$ cat config.mk
export PLATFORM = sky130hd
export DESIGN_NAME = time_controller
export DESIGN_NICKNAME = d
export VERILOG_FILES = /design/src/rtl/time_controller.sv
export SDC_FILE = /design/constraint.sdc
export NUM_CORES = 1
export LEC_CHECK = 0
export BUFFER_PORTS_ARGS = -buffer_cell sky130_fd_sc_hd__buf_2
export CORE_MARGIN = 3
export CORE_UTILIZATION = 50
export CTS_BUF_LIST = sky130_fd_sc_hd__clkbuf_8 sky130_fd_sc_hd__clkbuf_16
export DETAILED_ROUTE_END_ITERATION = 6
export PLACE_DENSITY = 0.77
export REMOVE_ABC_BUFFERS = 1
export SLEW_MARGIN = 10
export SYNTH_ARGS = -nofsm -noshare
export SYNTH_HDL_FRONTEND = slang
export SYNTH_SLANG_ARGS = --single-unit
$ cat constraint.sdc
create_clock -name s_axi_aclk -period 3.14 [get_ports s_axi_aclk]
set_clock_uncertainty 0.15 [all_clocks]
set_input_delay 0.628 -clock s_axi_aclk [delete_from_list [all_inputs] [get_ports s_axi_aclk]]
set_output_delay 0.628 -clock s_axi_aclk [all_outputs]
set_load 0.005 [all_outputs]
$ cat src/rtl/time_controller.sv
// Master RTIO timestamp generator: 64-bit time counter with a command port and
// an armed mode that starts counting a programmable delay after an external trigger edge.
module time_controller #(
  parameter int unsigned COUNTER_WIDTH = 64,
  parameter int unsigned DELAY_WIDTH   = 16
) (
  input  logic                     s_axi_aclk,
  input  logic                     s_axi_areset,
  input  logic                     cmd_valid_I,
  output logic                     cmd_ready_O,
  input  logic [2:0]               cmd_I,
  input  logic [COUNTER_WIDTH-1:0] cmd_data_I,
  input  logic                     trig_I,
  output logic [COUNTER_WIDTH-1:0] counter_O,
  output logic                     auto_start_O,
  output logic                     running_O,
  output logic                     armed_O,
  output logic                     overflow_O
);

  localparam logic [2:0] OpNop      = 3'd0;
  localparam logic [2:0] OpStart    = 3'd1;
  localparam logic [2:0] OpStop     = 3'd2;
  localparam logic [2:0] OpClear    = 3'd3;
  localparam logic [2:0] OpLoad     = 3'd4;
  localparam logic [2:0] OpArm      = 3'd5;
  localparam logic [2:0] OpDisarm   = 3'd6;
  localparam logic [2:0] OpSetDelay = 3'd7;

  typedef enum logic [1:0] {StStopped, StArmed, StDelay, StRunning} state_e;

  state_e                   state_q, state_d;
  logic [COUNTER_WIDTH-1:0] counter_q, counter_d;
  logic                     overflow_q, overflow_d;
  logic                     auto_start_q, auto_start_d;
  logic [DELAY_WIDTH-1:0]   delay_reg_q, delay_reg_d;
  logic [DELAY_WIDTH-1:0]   delay_cnt_q, delay_cnt_d;
  logic                     sync1_q, sync2_q, prev_q;

  logic                     cmd_acc;
  logic                     trig_edge;
  logic                     halt_cmd;
  logic [COUNTER_WIDTH:0]   counter_inc;

  assign cmd_ready_O = ~s_axi_areset;
  assign cmd_acc     = cmd_valid_I & cmd_ready_O;
  assign trig_edge   = sync2_q & ~prev_q;
  assign halt_cmd    = cmd_acc & ((cmd_I == OpStop) | (cmd_I == OpDisarm));
  assign counter_inc = {1'b0, counter_q} + {{COUNTER_WIDTH{1'b0}}, 1'b1};

  always_ff @(posedge s_axi_aclk) begin
    if (s_axi_areset) begin
      state_q      <= StStopped;
      counter_q    <= '0;
      overflow_q   <= 1'b0;
      auto_start_q <= 1'b0;
      delay_reg_q  <= '0;
      delay_cnt_q  <= '0;
      sync1_q      <= 1'b0;
      sync2_q      <= 1'b0;
      prev_q       <= 1'b0;
    end else begin
      state_q      <= state_d;
      counter_q    <= counter_d;
      overflow_q   <= overflow_d;
      auto_start_q <= auto_start_d;
      delay_reg_q  <= delay_reg_d;
      delay_cnt_q  <= delay_cnt_d;
      sync1_q      <= trig_I;
      sync2_q      <= sync1_q;
      prev_q       <= sync2_q;
    end
  end

  always_comb begin
    state_d      = state_q;
    counter_d    = counter_q;
    overflow_d   = overflow_q;
    auto_start_d = 1'b0;
    delay_reg_d  = delay_reg_q;
    delay_cnt_d  = delay_cnt_q;

    if (state_q == StRunning) begin
      counter_d = counter_inc[COUNTER_WIDTH-1:0];
      if (counter_inc[COUNTER_WIDTH]) overflow_d = 1'b1;
    end
    // Commands override the increment issued on the same edge.
    if (cmd_acc && cmd_I == OpClear) begin
      counter_d  = '0;
      overflow_d = 1'b0;
    end
    if (cmd_acc && cmd_I == OpLoad) counter_d = cmd_data_I;
    if (cmd_acc && cmd_I == OpSetDelay) delay_reg_d = cmd_data_I[DELAY_WIDTH-1:0];

    case (state_q)
      StStopped: begin
        if (cmd_acc && cmd_I == OpStart)    state_d = StRunning;
        else if (cmd_acc && cmd_I == OpArm) state_d = StArmed;
      end
      StArmed: begin
        if (cmd_acc && cmd_I == OpStart) state_d = StRunning;
        else if (halt_cmd)               state_d = StStopped;
        else if (trig_edge && !(cmd_acc && cmd_I != OpNop)) begin
          // Any real command in the same cycle swallows the edge.
          if (delay_reg_q == '0) begin
            state_d      = StRunning;
            auto_start_d = 1'b1;
          end else begin
            state_d     = StDelay;
            delay_cnt_d = delay_reg_q - {{(DELAY_WIDTH-1){1'b0}}, 1'b1};
          end
        end
      end
      StDelay: begin
        if (halt_cmd) state_d = StStopped;
        else if (delay_cnt_q == '0) begin
          state_d      = StRunning;
          auto_start_d = 1'b1;
        end else begin
          delay_cnt_d = delay_cnt_q - {{(DELAY_WIDTH-1){1'b0}}, 1'b1};
        end
      end
      StRunning: begin
        if (cmd_acc && cmd_I == OpStop) state_d = StStopped;
      end
      default: state_d = StStopped;
    endcase
  end

  always_comb begin
    counter_O    = counter_q;
    overflow_O   = overflow_q;
    auto_start_O = auto_start_q;
    running_O    = (state_q == StRunning);
    armed_O      = (state_q == StArmed) || (state_q == StDelay);
  end

endmodule

**After elaboration in Yosys (flattened, before gate mapping)**

Cells that the tools add are included.

- Memories kept: 0
- Bits of input ports: 71
- RAM bits: 0
- Logic and storage cells: 85
- Flip-flop bits (word level): 103
- Bits in latches: 0
- ROM bits: 0

- Add/sub/neg operators: 3
- Div/mod/pow operators: 0
- $lt $le $gt $ge: 0
- $mul: 0
- Shift operators: 0
- Bitwise gates (word level): 6
- Muxes and demuxes: 27
- Eq/ne operators: 20
- Reductions and logical operators: 20

Operator list:

| cell | number |
|---|---|
| 64-bit 2-to-1 mux | 3 |
| 16-bit 2-to-1 mux | 6 |
| 64-bit by 1-bit adder with 65-bit output (second input constant) | 1 |
| 16-bit logical NOT | 2 |
| 16-bit one-hot mux with 2 select lines | 1 |
| 16-bit by 1-bit subtractor with 16-bit output (second input constant) | 2 |
| 2-bit 2-to-1 mux | 8 |
| 3-bit equality test (second input constant) | 4 |
| 2-bit != test (second input constant) | 6 |
| 1-bit logical AND | 8 |
| 2-bit one-hot mux with 4 select lines | 1 |
| 1-bit 2-to-1 mux | 7 |
| 7-bit AND reduction | 1 |
| 3-bit by 2-bit equality test with 1-bit output (second input constant) | 2 |
| 3-bit != test (second input constant) | 2 |
| 3-bit nonzero test | 2 |
| 2-bit equality test (second input constant) | 2 |
| 4-bit != test (second input constant) | 1 |
| 4-bit AND reduction | 1 |
| 1-bit AND | 3 |
| 3-bit by 1-bit equality test with 1-bit output (second input constant) | 1 |
| 2-bit by 1-bit equality test with 1-bit output (second input constant) | 1 |
| 2-bit logical NOT | 1 |
| 2-bit by 1-bit != test with 1-bit output (second input constant) | 1 |
| other kinds (8) | 9 |

**Depth between registers and ports, before layout**

Gate-level depths: netlist of run 1.

- Depth in word-level cells: 9
- Depth in mapped cells: 14

**Worst setup path before layout of run 1**

No wires, ideal clock.

- Kind: reg2reg
- Start: register state_q[0]
- End: register delay_cnt_q[12]
- Stages on the path, launching flop included: 15
- Slack: -154 ps
- Period minus slack after synthesis: 3294 ps
- Setup time: 70 ps
- Arrival time: 3073 ps
- Cell sequence: dfxtp_1 -> inv_1 -> ha_1 -> buf_4 -> buf_4 -> clkbuf_1 -> clkbuf_1 -> mux2i_1 -> ha_1 -> o211ai_1 -> clkbuf_1 -> nor2_1 -> or4b_2 -> a21o_1 -> a21oi_1

- Word-level cells in the longest chain between the ends: 3
- Elaborated cells on any way between the ends: 11

RTL lines:

| what | line | RTL |
|---|---|---|
| from (decl) | 32 | `state_e state_q, state_d;` |
| from (signal assigned) | 53 | `state_q <= StStopped;` |
| from (signal assigned) | 63 | `state_q <= state_d;` |
| 2-bit equality test / 2-bit by 1-bit equality test with 1-bit output (equally long branches) | 95 | `case (state_q)` |
| 2-bit != test (no source line) / 2-bit nonzero test (equally long branches) | n/a |  |
| 7-bit AND reduction (no source line) | n/a |  |
| to (signal assigned) | 68 | `delay_cnt_q <= delay_cnt_d;` |
| to (decl) | 37 | `logic [DELAY_WIDTH-1:0] delay_cnt_q, delay_cnt_d;` |

Parallel ways exist; a longest one is shown, timed or not.
A chain may end at the register's enable or synchronous reset.

**Final worst setup path of run 1**

- Start: register state_q[0]
- End: register delay_cnt_q[7]

The elaborated chain is that of the path after synthesis.

==> metrics.cfg, run 1 <==
[run_status]
status = finished, final reports clean

[clock_network]
cts_resized = 0
cts_buffers = 9
cts.sinks = 103
cts-hold-fix-buffers = 0
clk_latency_ns = 0.35
cts_tree = yes
cts_root_buffer = clkbuf_16
post_cts_buffers = 0
h-tree-depth = 3
cts_buffer_depth = 2
cts.clk_slew.worst_paths_ns = 0.07

[sta]
fmax_mhz = 350
setup_viol = 0
period_needed_ns = 2.86
drv_slew = 0
setup_slack_ns = 0.280
slew_headroom = 0.229
fin_crit_sh = 0.911
tightestPinTransition_ns = 1.15
rsz0062_at_grt = no
finalHoldViolCount = 0

[synth]
synth_seq_area_share = 0.313
yosysTopAreaCellShare = 0.313
ys_ff_latch = 103
synth_commonest_cells = nand2_1 (107), a21oi_1 (103), dfxtp_1 (103), nor2_1 (56), clkbuf_1 (47)
synth_flop_cell = dfxtp_1
synth_cell_types = 73
synth_area_leader_cell = dfxtp_1
avgSynthCellArea_sq_um = 7.55
yosys_warnings = 0
synth_area_sq_um = 6580
synth_edf_count = 0
synthTopCellsByArea = dfxtp_1 (31%), a21oi_1 (7.8%), nand2_1 (6.1%)
synthCells = 872
async_flop_share = 0
synth.most_common_cell = nand2_1

[setup_path]
start_kind = flip-flop
cp_slowest_stage_delay_ns = 0.48
cpLargestDelayFamily = compound AO/OA/AOI/OAI gates
path_cells = inv_1, ha_1, buf_4, buf_4, or3b_2, a222oi_1, xor2_1, a32o_1, nand2_1, a21oi_1
cp_common_cell = buf_4
worstSetupPathType = flip-flop to flip-flop
crit_fanout = 19
crit_required_ns = 3.21
cp_num_buf_inv = 3
end_kind = flip-flop
slowest_stage = or3b_2
arrival_ns = 2.93

[floorplan]
initial_utilization = 0.517
ioPinCount = 140
rows = 41
dieArea_sq_um = 14600
die_h_um = 121
core_sq_um = 12700
die_w_um = 121

[global_route]
antenna_found_initial = 0
grtUsageTotal = 0.293
grt_pass1_wl_um = 34800
grt_overflow_total = 0
grt_pass1_vias = 6834
grt_max_degree = 89

[cells_and_area]
num_antenna_cells = 0
finalInstanceArea_sq_um = 7830
drive_above_1_share = 0.207
syn_to_final_growth_pct = 19.0
nets = 1079
final_cell_count_no_fill = 1177

[placement]
dp_cells = 1162
portBuffers = 139
place.gp.congestion = 0.953
placed_cell_area_sq_um = 7550
dpl_worst_slack_ns = 0.319
dp_hpwl_um = 15600

[power]
peakVddDrop_v = 0.000319
powerDensity_nw_per_um2 = 503
p_leak_nw = 3.04

[routing]
ant_nets = 0
firstDrtPassIters = 5
drc = 0
wl_um = 21700
avgRoutedWirePerCell_um = 18.5
first_iter_violations = 843
viasPerCell = 6.40
vias = 7533

[hold_path]
hold_class = flip-flop to flip-flop

[flow_run]
maxCapViolations = 0

## per-stage QoR
stage                util  setup TNS [ns]  total power, mW  hold slack (ns)
global placement    0.593               0             2.83            0.266
finish              0.616               0             3.94            0.305
CTS                 0.616               0             3.93            0.304
detailed placement  0.593               0             2.84            0.287
global route        0.616               0             4.15            0.326
floorplan               -          -10.90             2.35            0.264
## final timing paths
check / startpoint / endpoint / slack [ns] / depth (start not counted)
min: sync1_q$_SDFF_PP0_ / sync2_q$_SDFF_PP0_ / 0.31 / 1
min reg2reg: sync1_q$_SDFF_PP0_ / sync2_q$_SDFF_PP0_ / 0.31 / 1
max reg2reg: state_q[0]$_SDFFE_PP0P_ / delay_cnt_q[7]$_SDFFE_PP0P_ / 0.28 / 10
max: state_q[0]$_SDFFE_PP0P_ / delay_cnt_q[7]$_SDFFE_PP0P_ / 0.28 / 10
## cell usage in the layout (no fill, tap or decap), drive strengths merged, types with 10 or more instances in the layout
cell type and instances:
xnor2 13, nand4 32, clkbuf 12, buf 176, nand3 29, inv 23, a211oi 21, o21ai 35
nor4 18, a32o 10, a41oi 11, and2 11, nand2 108, and3 16, a22o 20, nor2 57
dfxtp 103, nor3 46, a21oi 103, a31oi 15
## kinds of logic (layout without fill, tap and decap cells)
| logic type | after synthesis | after routing | synth area share |
|---|---|---|---|
| AO/OA/AOI/OAI | 284 | 284 | 0.287 |
| XOR/XNOR | 19 | 19 | 0.0253 |
| adder cells (fa/ha/maj) | 7 | 7 | 0.0133 |
| buffers and inverters | 79 | 212 | 0.0500 |
| flip-flops | 103 | 103 | 0.313 |
| multiplexers | 10 | 10 | 0.0156 |
| AND/OR/NAND/NOR | 370 | 370 | 0.295 |
## flip-flops by register name (all words and copies together) (netlist names)
register      flops
delay_reg_q      16
prev_q            1
state_q           2
overflow_O        1
auto_start_O      1
counter_O        64
sync1_q           1
delay_cnt_q      16
sync2_q           1
## report_power, final
part / internal, mW / total [mW] / switching [mW]
Clock: 0.598 / 1.09 / 0.496
Sequential: 1.37 / 1.45 / 0.0800
Combinational: 0.570 / 1.40 / 0.829
## metal layers
| layer | up-vias | GRT usage | part of all wire |
|---|---|---|---|
| li1 | 3578 | - | - |
| met1 | 3498 | 0.391 | 0.42 |
| met2 | 401 | 0.468 | 0.46 |
| met3 | 56 | 0.0566 | 0.090 |
| met4 | 0 | 0.115 | 0.028 |
| met5 | - | 0 | 0 |
## final cells by class
type / count / area, sq um
fill: 1225 / 4890
multi-input combinational: 690 / 4190
sequential: 103 / 2060
timing repair buffer: 176 / 998
clock buffer: 12 / 267
tap: 172 / 215
inverter: 21 / 78.8
clock inverter: 3 / 17.5
Note: power is estimated with default switching activity, not from simulation.
==> run 2: changes to the inputs <==
CTS_BUF_LIST = sky130_fd_sc_hd__clkbuf_16   (was sky130_fd_sc_hd__clkbuf_8 sky130_fd_sc_hd__clkbuf_16)
SLEW_MARGIN = 20   (was 10)
==> metrics.cfg, run 2 (synthesis gave the netlist of run 1 again) <==
[routing]
avgRoutedWirePerCell_um = 18.4
drc = 0
viasPerCell = 6.40
firstDrtPassIters = 5
wl_um = 21700
first_iter_violations = 829
vias = 7534
ant_nets = 0

[placement]
place.gp.congestion = 0.953
placed_cell_area_sq_um = 7550
dp_hpwl_um = 15600
portBuffers = 139

[hold_path]
hold_class = flip-flop to flip-flop

[floorplan]
rows = 41
ioPinCount = 140
die_h_um = 121
die_w_um = 121
initial_utilization = 0.517
dieArea_sq_um = 14600
core_sq_um = 12700

[setup_path]
worstSetupPathType = flip-flop to flip-flop
crit_fanout = 19
slowest_stage = or3b_2
cp_num_buf_inv = 3
cp_slowest_stage_delay_ns = 0.48
cp_common_cell = buf_4
crit_required_ns = 3.21
cpLargestDelayFamily = compound AO/OA/AOI/OAI gates
path_cells = inv_1, ha_1, buf_4, buf_4, or3b_2, a222oi_1, xor2_1, a32o_1, nand2_1, a21oi_1
end_kind = flip-flop
arrival_ns = 2.93
start_kind = flip-flop

[global_route]
grt_pass1_vias = 6829
antenna_found_initial = 0
grt_max_degree = 89
grtUsageTotal = 0.293
grt_pass1_wl_um = 34800
grt_overflow_total = 0

[power]
p_leak_nw = 3.02
peakVddDrop_v = 0.000321
powerDensity_nw_per_um2 = 495
total_power_mw = 3.87

[clock_network]
cts_root_buffer = clkbuf_16
cts.clk_slew.worst_paths_ns = 0.07
cts_tree = yes
post_cts_buffers = 0
cts_buffers = 9
cts.sinks = 103
h-tree-depth = 3
clk_latency_ns = 0.35
cts_buffer_depth = 2
cts_resized = 0
cts-hold-fix-buffers = 0

[sta]
fmax_mhz = 349
fin_crit_sh = 0.912
setup_viol = 0
fin_tns_setup_ns = 0
finalHoldViolCount = 0
rsz0062_at_grt = no
tightestPinTransition_ns = 0.724
whs_ns = 0.306
drv_slew = 0
period_needed_ns = 2.86
slew_headroom = 0.517

[cells_and_area]
nFillCells = 1234
num_antenna_cells = 0
drive_above_1_share = 0.205
finalInstanceArea_sq_um = 7800
fin_util = 0.613
nets = 1079
largest_reg_flops = 64
layout_commonest_cell = buf_2
multi_input_area_sq_um = 4200
regArea_sq_um = 2060
final_cell_mix = buf_2 (139), nand2_1 (107), a21oi_1 (103), dfxtp_1 (103), nor2_1 (55)
syn_to_final_growth_pct = 18.6

[run_status]
status = finished, final reports clean

[flow_run]
maxCapViolations = 0

-- run 2: metal layers --
layer	wire, um	part of all wire	GRT usage	vias up
met4	635	0.029	0.115	0
met5	0	0	0	-
met2	10000	0.46	0.467	403
li1	-	-	-	3582
met1	9160	0.42	0.392	3495
met3	1910	0.088	0.0566	54
-- run 2: final cells by class --
class	count	area share
clock buffer	9	0.0289
clock inverter	6	0.00369
inverter	21	0.0101
multi-input combinational	690	0.538
sequential	103	0.264
tap	172	0.0276
timing repair buffer	176	0.128
-- run 2: report_power, final --
group | leakage, nW | internal, mW | switching, mW
Sequential | 0.832 | 1.37 | 0.0799
Clock | 0.129 | 0.524 | 0.493
Combinational | 2.06 | 0.570 | 0.830
Total | 3.02 | 2.46 | 1.40
-- run 2: final timing paths --
check / endpoint / cells after the start / from / slack, ns
worst max-delay path: delay_cnt_q[7]$_SDFFE_PP0P_ / 10 / state_q[0]$_SDFFE_PP0P_ / 0.28
worst min-delay path: sync2_q$_SDFF_PP0_ / 1 / sync1_q$_SDFF_PP0_ / 0.31
worst max register to register: delay_cnt_q[7]$_SDFFE_PP0P_ / 10 / state_q[0]$_SDFFE_PP0P_ / 0.28
worst min register to register: sync2_q$_SDFF_PP0_ / 1 / sync1_q$_SDFF_PP0_ / 0.31
-- run 2: per-stage QoR --
stage          worst slack (ns)  instances
6_report                  0.275       1177
5_1_grt                  0.0893       1177
4_1_cts                   0.301       1177
3_5_place_dp              0.319       1162
3_3_place_gp              0.339       1162
2_1_floorplan            -0.387        814
